$ cat src/rtl/tape_loader.sv
// Host-side sequencer for the Turing-machine chip pin protocol:
// buffers tape symbols, strobes them out, then captures the display word.
module tape_loader #(
    parameter int WIDTH   = 6,
    parameter int DEPTH   = 64,
    parameter int HOLD    = 4,
    parameter int TIMEOUT = 65535
) (
    input  logic             clock,
    input  logic             reset_n,
    input  logic             wr_en,
    input  logic [WIDTH-1:0] wr_data,
    input  logic             clear,
    input  logic             start,
    output logic             busy,
    output logic             full,
    output logic [WIDTH-1:0] tape_data,
    output logic             next_out,
    output logic             done_out,
    input  logic             compute_done_in,
    input  logic [10:0]      display_in,
    output logic [10:0]      result,
    output logic             result_valid,
    output logic             timeout_err
);

    localparam int AW = (DEPTH > 1) ? $clog2(DEPTH) : 1;
    localparam int CW = $clog2(DEPTH + 1);
    localparam int PW = (HOLD > 1) ? $clog2(HOLD) : 1;
    localparam int TW = (TIMEOUT > 1) ? $clog2(TIMEOUT) : 1;

    typedef enum logic [2:0] {
        S_IDLE,
        S_SETUP,
        S_PULSE,
        S_GAP,
        S_DONE,
        S_WAIT,
        S_CAPTURE
    } state_t;

    state_t state, state_n;

    logic [PW-1:0]    phase, phase_n;
    logic [CW-1:0]    index, index_n;
    logic [TW-1:0]    wcnt, wcnt_n;
    logic [CW-1:0]    count;
    logic [WIDTH-1:0] mem [DEPTH];

    logic        cd_s1, cd_s2, cd_d;
    logic [10:0] disp_s1, disp_s2;

    logic phase_end;
    logic rise;
    logic start_acc;
    logic wr_acc;
    logic err_set;

    assign phase_end = (phase == PW'(HOLD - 1));
    assign rise      = cd_s2 & ~cd_d;
    assign full      = (count == CW'(DEPTH));
    assign wr_acc    = (state == S_IDLE) && wr_en && !clear
                     && !full && !start_acc;

    always_comb begin
        state_n   = state;
        phase_n   = phase;
        index_n   = index;
        wcnt_n    = '0;
        start_acc = 1'b0;
        err_set   = 1'b0;
        unique case (state)
            S_IDLE: begin
                if (start && !clear) begin
                    start_acc = 1'b1;
                    index_n   = '0;
                    phase_n   = '0;
                    state_n   = (count != '0) ? S_SETUP : S_GAP;
                end
            end
            S_SETUP: begin
                if (phase_end) begin
                    phase_n = '0;
                    state_n = S_PULSE;
                end else begin
                    phase_n = phase + PW'(1);
                end
            end
            S_PULSE: begin
                if (phase_end) begin
                    phase_n = '0;
                    index_n = index + CW'(1);
                    state_n = (index + CW'(1) < count) ? S_SETUP : S_GAP;
                end else begin
                    phase_n = phase + PW'(1);
                end
            end
            S_GAP: begin
                if (phase_end) begin
                    phase_n = '0;
                    state_n = S_DONE;
                end else begin
                    phase_n = phase + PW'(1);
                end
            end
            S_DONE: begin
                if (phase_end) begin
                    phase_n = '0;
                    state_n = S_WAIT;
                end else begin
                    phase_n = phase + PW'(1);
                end
            end
            S_WAIT: begin
                // rise only fires after a synchronized low, so a level
                // already high on entry never counts as completion
                wcnt_n = wcnt + TW'(1);
                if (rise) begin
                    state_n = S_CAPTURE;
                end else if (wcnt == TW'(TIMEOUT - 1)) begin
                    err_set = 1'b1;
                    state_n = S_IDLE;
                end
            end
            S_CAPTURE: begin
                state_n = S_IDLE;
            end
            default: begin
                state_n = S_IDLE;
            end
        endcase
    end

    always_ff @(posedge clock or negedge reset_n) begin
        if (!reset_n) begin
            state <= S_IDLE;
            phase <= '0;
            index <= '0;
            wcnt  <= '0;
        end else begin
            state <= state_n;
            phase <= phase_n;
            index <= index_n;
            wcnt  <= wcnt_n;
        end
    end

    // Pin outputs are registered from the next state so they line up
    // exactly with the state they belong to and never glitch.
    always_ff @(posedge clock or negedge reset_n) begin
        if (!reset_n) begin
            busy      <= 1'b0;
            next_out  <= 1'b0;
            done_out  <= 1'b0;
            tape_data <= '0;
        end else begin
            busy     <= (state_n != S_IDLE);
            next_out <= (state_n == S_PULSE);
            done_out <= (state_n == S_DONE);
            if (state_n == S_SETUP) begin
                tape_data <= mem[index_n[AW-1:0]];
            end
        end
    end

    always_ff @(posedge clock or negedge reset_n) begin
        if (!reset_n) begin
            result       <= '0;
            result_valid <= 1'b0;
            timeout_err  <= 1'b0;
        end else begin
            result_valid <= (state_n == S_CAPTURE);
            if (state_n == S_CAPTURE) begin
                result <= disp_s2;
            end
            if (start_acc) begin
                timeout_err <= 1'b0;
            end else if (err_set) begin
                timeout_err <= 1'b1;
            end
        end
    end

    always_ff @(posedge clock or negedge reset_n) begin
        if (!reset_n) begin
            count <= '0;
        end else if (state == S_IDLE && clear) begin
            count <= '0;
        end else if (wr_acc) begin
            count <= count + CW'(1);
        end
    end

    always_ff @(posedge clock) begin
        if (wr_acc) begin
            mem[count[AW-1:0]] <= wr_data;
        end
    end

    always_ff @(posedge clock or negedge reset_n) begin
        if (!reset_n) begin
            cd_s1   <= 1'b0;
            cd_s2   <= 1'b0;
            cd_d    <= 1'b0;
            disp_s1 <= '0;
            disp_s2 <= '0;
        end else begin
            cd_s1   <= compute_done_in;
            cd_s2   <= cd_s1;
            cd_d    <= cd_s2;
            disp_s1 <= display_in;
            disp_s2 <= disp_s1;
        end
    end

endmodule
$ cat config.mk
export PLATFORM = sky130hd
export DESIGN_NAME = tape_loader
export DESIGN_NICKNAME = d
export VERILOG_FILES = /design/src/rtl/tape_loader.sv
export SDC_FILE = /design/constraint.sdc
export NUM_CORES = 1
export LEC_CHECK = 0
export CORE_MARGIN = 2
export CORE_UTILIZATION = 55
export DETAILED_ROUTE_END_ITERATION = 16
export DONT_BUFFER_PORTS = 1
export HOLD_SLACK_MARGIN = 0.06
export PLACE_DENSITY = 0.74
export SLEW_MARGIN = 20
export SYNTH_ARGS = -nofsm -noshare
export SYNTH_HDL_FRONTEND = slang
export SYNTH_SLANG_ARGS = --single-unit
$ cat constraint.sdc
create_clock -name clock -period 3.77 [get_ports clock]
set_clock_uncertainty 0.15 [all_clocks]
set_input_delay 0.754 -clock clock [delete_from_list [all_inputs] [get_ports clock]]
set_output_delay 0.754 -clock clock [all_outputs]
set_load 0.02 [all_outputs]
==> metrics.yaml <==
run_status:
  status: "completed"
clock_network:
  clkTransAtPathRegs_ps: 60
  cts_htree_levels: 2
  clk_latency_ps: 560
  cts_tree: "done"
  numCtsBuffers: 45
  cts_buffer_depth: 3
  cts_root_buffer: "clkbuf_16"
  clock_sinks: 466
placement:
  place_area_mm2: 0.0195
  hpwlAfterDp_um: 28000
  placement.io_buffers: 0
  gp_congestion: 0.904
global_routing:
  grt_pass1_vias: 11741
  antenna_found_initial: 0
  grtUsageTotal_pct: 25.9
  grt_max_degree: 83
  grt_pass1_wl_um: 70100
  grt-ovfl-total: 0
floorplan:
  fp.dieH_um: 190
  initial_core_util_pct: 56.2
  io_pins: 46
  row_count: 67
  die_w_um: 190
  dieArea_mm2: 0.0359
  core-area_mm2: 0.0337
power:
  vdd_drop_max_mv: 0.524
  powerDensity_mw_per_mm2: 809
  leakage_nw: 7.38
sta:
  fin_crit_ps: 3630
  timing.final.crit_share_pct: 96.2
  relSlewSlack_pct: 32.0
  drv_slew: 0
  rsz0062_at_grt: "no"
  worst_pin_slew_ps: 1020
  max_clock_freq_mhz: 276
  finalSetupTns_ps: 0
  final_hold_viol_count: 0
  setup_viol_count_final: 0
logic_synthesis:
  synth-seq-area-share_pct: 71.7
  async_flop_share_pct: 17.6
  synth-seq-cells: 466
  synth_area_leader_cell: "edfxtp_1"
  ys_top_cells_by_area: "edfxtp_1 (61%), dfrtp_1 (11%), nand2_1 (5.6%)"
  syn-cell-area_mm2: 0.0189
  synth_edf_count: 384
  synth_area_per_cell_um2: 13.1
  yosysMostFrequentCell: "edfxtp_1"
  ys_types: 61
  ys.flop_type: "edfxtp_1"
  yosys-top-cells-count: "edfxtp_1 (384), nand2_1 (282), nor2_1 (105)"
  yosys_warnings: 0
  syn_nets: 1478
  yosys.area.top_type_share_pct: 60.9
  syn_inst: 1443
worst_setup_path:
  critPathKind: "register to register"
  crit_fanout: 13
  cp.required_ps: 4020
  start_kind: "register"
  cp-end-kind: "register"
  worstPathArrival_ps: 3880
  reg2regPathDepth: 12
detailed_routing:
  ant_nets: 0
  vias: 12121
  wire_per_inst_um: 23.7
  post-route-drc-count: 0
  vias_per_cell: 6.24
  drt-pass1-iter-count: 6
  dr.first_iter.drc_count: 1497
  wl_um: 46000
min_path:
  whs_path_depth: 0
  hold_path.class: "input port to register"
final_layout:
  nNetsFinal: 1492
  antenna_cells: 0
  final_cell_area_mm2: 0.0212
  nFillCells: 2439
  drive_above_1_share_pct: 9.98
  syn_to_final_growth_pct: 11.7
flow_run:
  cap_violations: 0
==> sequential cells by signal (all words and copies together), names as in the netlist, 2 cells and up <==
register	cells
mem	384
wcnt	16
disp_s1	11
disp_s2	11
result	11
count	7
index	7
tape_data	6
state	3
phase	2
==> per-layer routing <==
metal | wire (um) | vias to the layer above | global-route usage, %
met5 | 0 | - | 0
li1 | - | 5390 | -
met3 | 4410 | 143 | 4.45
met1 | 17900 | 5903 | 35.7
met2 | 21600 | 685 | 41.0
met4 | 2120 | 0 | 11.3
==> stage by stage <==
step / hold WS [ps] / utilization [%] / power, W / setup WS (ps) / std cells
after floorplan: 181 / - / 0.0104 / 791 / 1443
after global placement: 182 / 58.0 / 0.0122 / 195 / 1855
after detailed placement: 186 / 58.0 / 0.0124 / 135 / 1855
after CTS: 61.3 / 62.7 / 0.0170 / 114 / 1940
after global routing: 61.7 / 62.8 / 0.0178 / 0.113 / 1941
final: 73.0 / 62.8 / 0.0171 / 142 / 1941
==> layout by cell type, fill, tap and decap left out, types with 6 or more instances in the layout <==
| master | netlist | layout |
|---|---|---|
| ha_1 | 12 | 11 |
| nor2_1 | 105 | 104 |
| clkbuf_1 | 34 | 8 |
| mux2i_1 | 28 | 28 |
| inv_1 | 22 | 21 |
| and3_1 | 30 | 30 |
| clkbuf_16 | 0 | 50 |
| dfrtp_1 | 82 | 81 |
| a21oi_1 | 15 | 15 |
| or3_1 | 9 | 9 |
| o31ai_1 | 6 | 6 |
| mux2_2 | 12 | 12 |
| nor3_1 | 13 | 13 |
| a211oi_1 | 31 | 31 |
| o21ai_0 | 20 | 19 |
| buf_12 | 0 | 6 |
| a32oi_1 | 23 | 23 |
| nand3_1 | 98 | 98 |
| nand2_1 | 282 | 282 |
| o22ai_1 | 10 | 10 |
| nor2b_1 | 8 | 8 |
| xor2_1 | 9 | 9 |
| clkinv_2 | 0 | 10 |
| nand4_1 | 22 | 22 |
| clkbuf_8 | 0 | 6 |
| o21ai_1 | 5 | 6 |
| a31oi_1 | 51 | 51 |
| a21boi_0 | 6 | 6 |
| edfxtp_1 | 384 | 384 |
| xnor2_1 | 9 | 9 |
| buf_4 | 5 | 40 |
==> critical path, cell delays in order (launching register included) <==
cell      delay, ps
dfrtp_2         420
ha_4            200
and4bb_2        310
nand2_1          60
and2_1          190
buf_4           200
nor2_2          720
buf_4           290
a32oi_1         130
nand3_1         130
a21oi_1          90
o31ai_1         440
a31oi_1         140
==> kinds of logic (layout without fill, tap and decap cells) <==
family                     count (synthesis)  in the layout  synth area share [%]
adders and majority gates                 12             12                 0.793
AOI/OAI and AO/OA                        212            212                  8.01
muxes                                     40             40                  2.19
xor gates and xnor gates                  18             18                 0.832
and+or+nand+nor                          587            587                  13.9
DFF                                      466            466                  71.7
buffers and inverters                    108            158                  2.58
==> power by group <==
group          internal, W  leakage, nW  switching [W]
clock network      0.00274        0.774        0.00190
registers          0.00577         4.49       0.000347
logic              0.00212         2.12        0.00424
==> what timing repair did <==
item	in CTS	in global routing
setup buffers	0	1
hold endpoints to repair	82	0
hold buffers	2	0
setup endpoints to repair	0	6
resized for setup	0	4
==> final timing paths <==
check | start | end | slack [ps]
max | phase[0]$_DFFE_PN0P_ | tape_data[2]$_DFFE_PN0N_ | 140
min | display_in[4] | disp_s1[4]$_DFF_PN0_ | 70
max reg2reg | phase[0]$_DFFE_PN0P_ | tape_data[2]$_DFFE_PN0N_ | 140
min reg2reg | disp_s1[3]$_DFF_PN0_ | disp_s2[3]$_DFF_PN0_ | 200
max in group asynchronous | reset_n | phase[0]$_DFFE_PN0P_ | 2490
min in group asynchronous | reset_n | disp_s1[6]$_DFF_PN0_ | 630
==> area by class of cell <==
class / instances / area [um^2] / area share [%]
tap: 448 / 561 / 2.65
timing repair buffer: 48 / 458 / 2.16
clock inverter: 19 / 194 / 0.917
clock buffer: 64 / 1360 / 6.45
sequential: 466 / 13600 / 64.2
multi-input combinational: 869 / 4880 / 23.1
inverter: 27 / 113 / 0.532
Power figures use the tool's default switching activity.
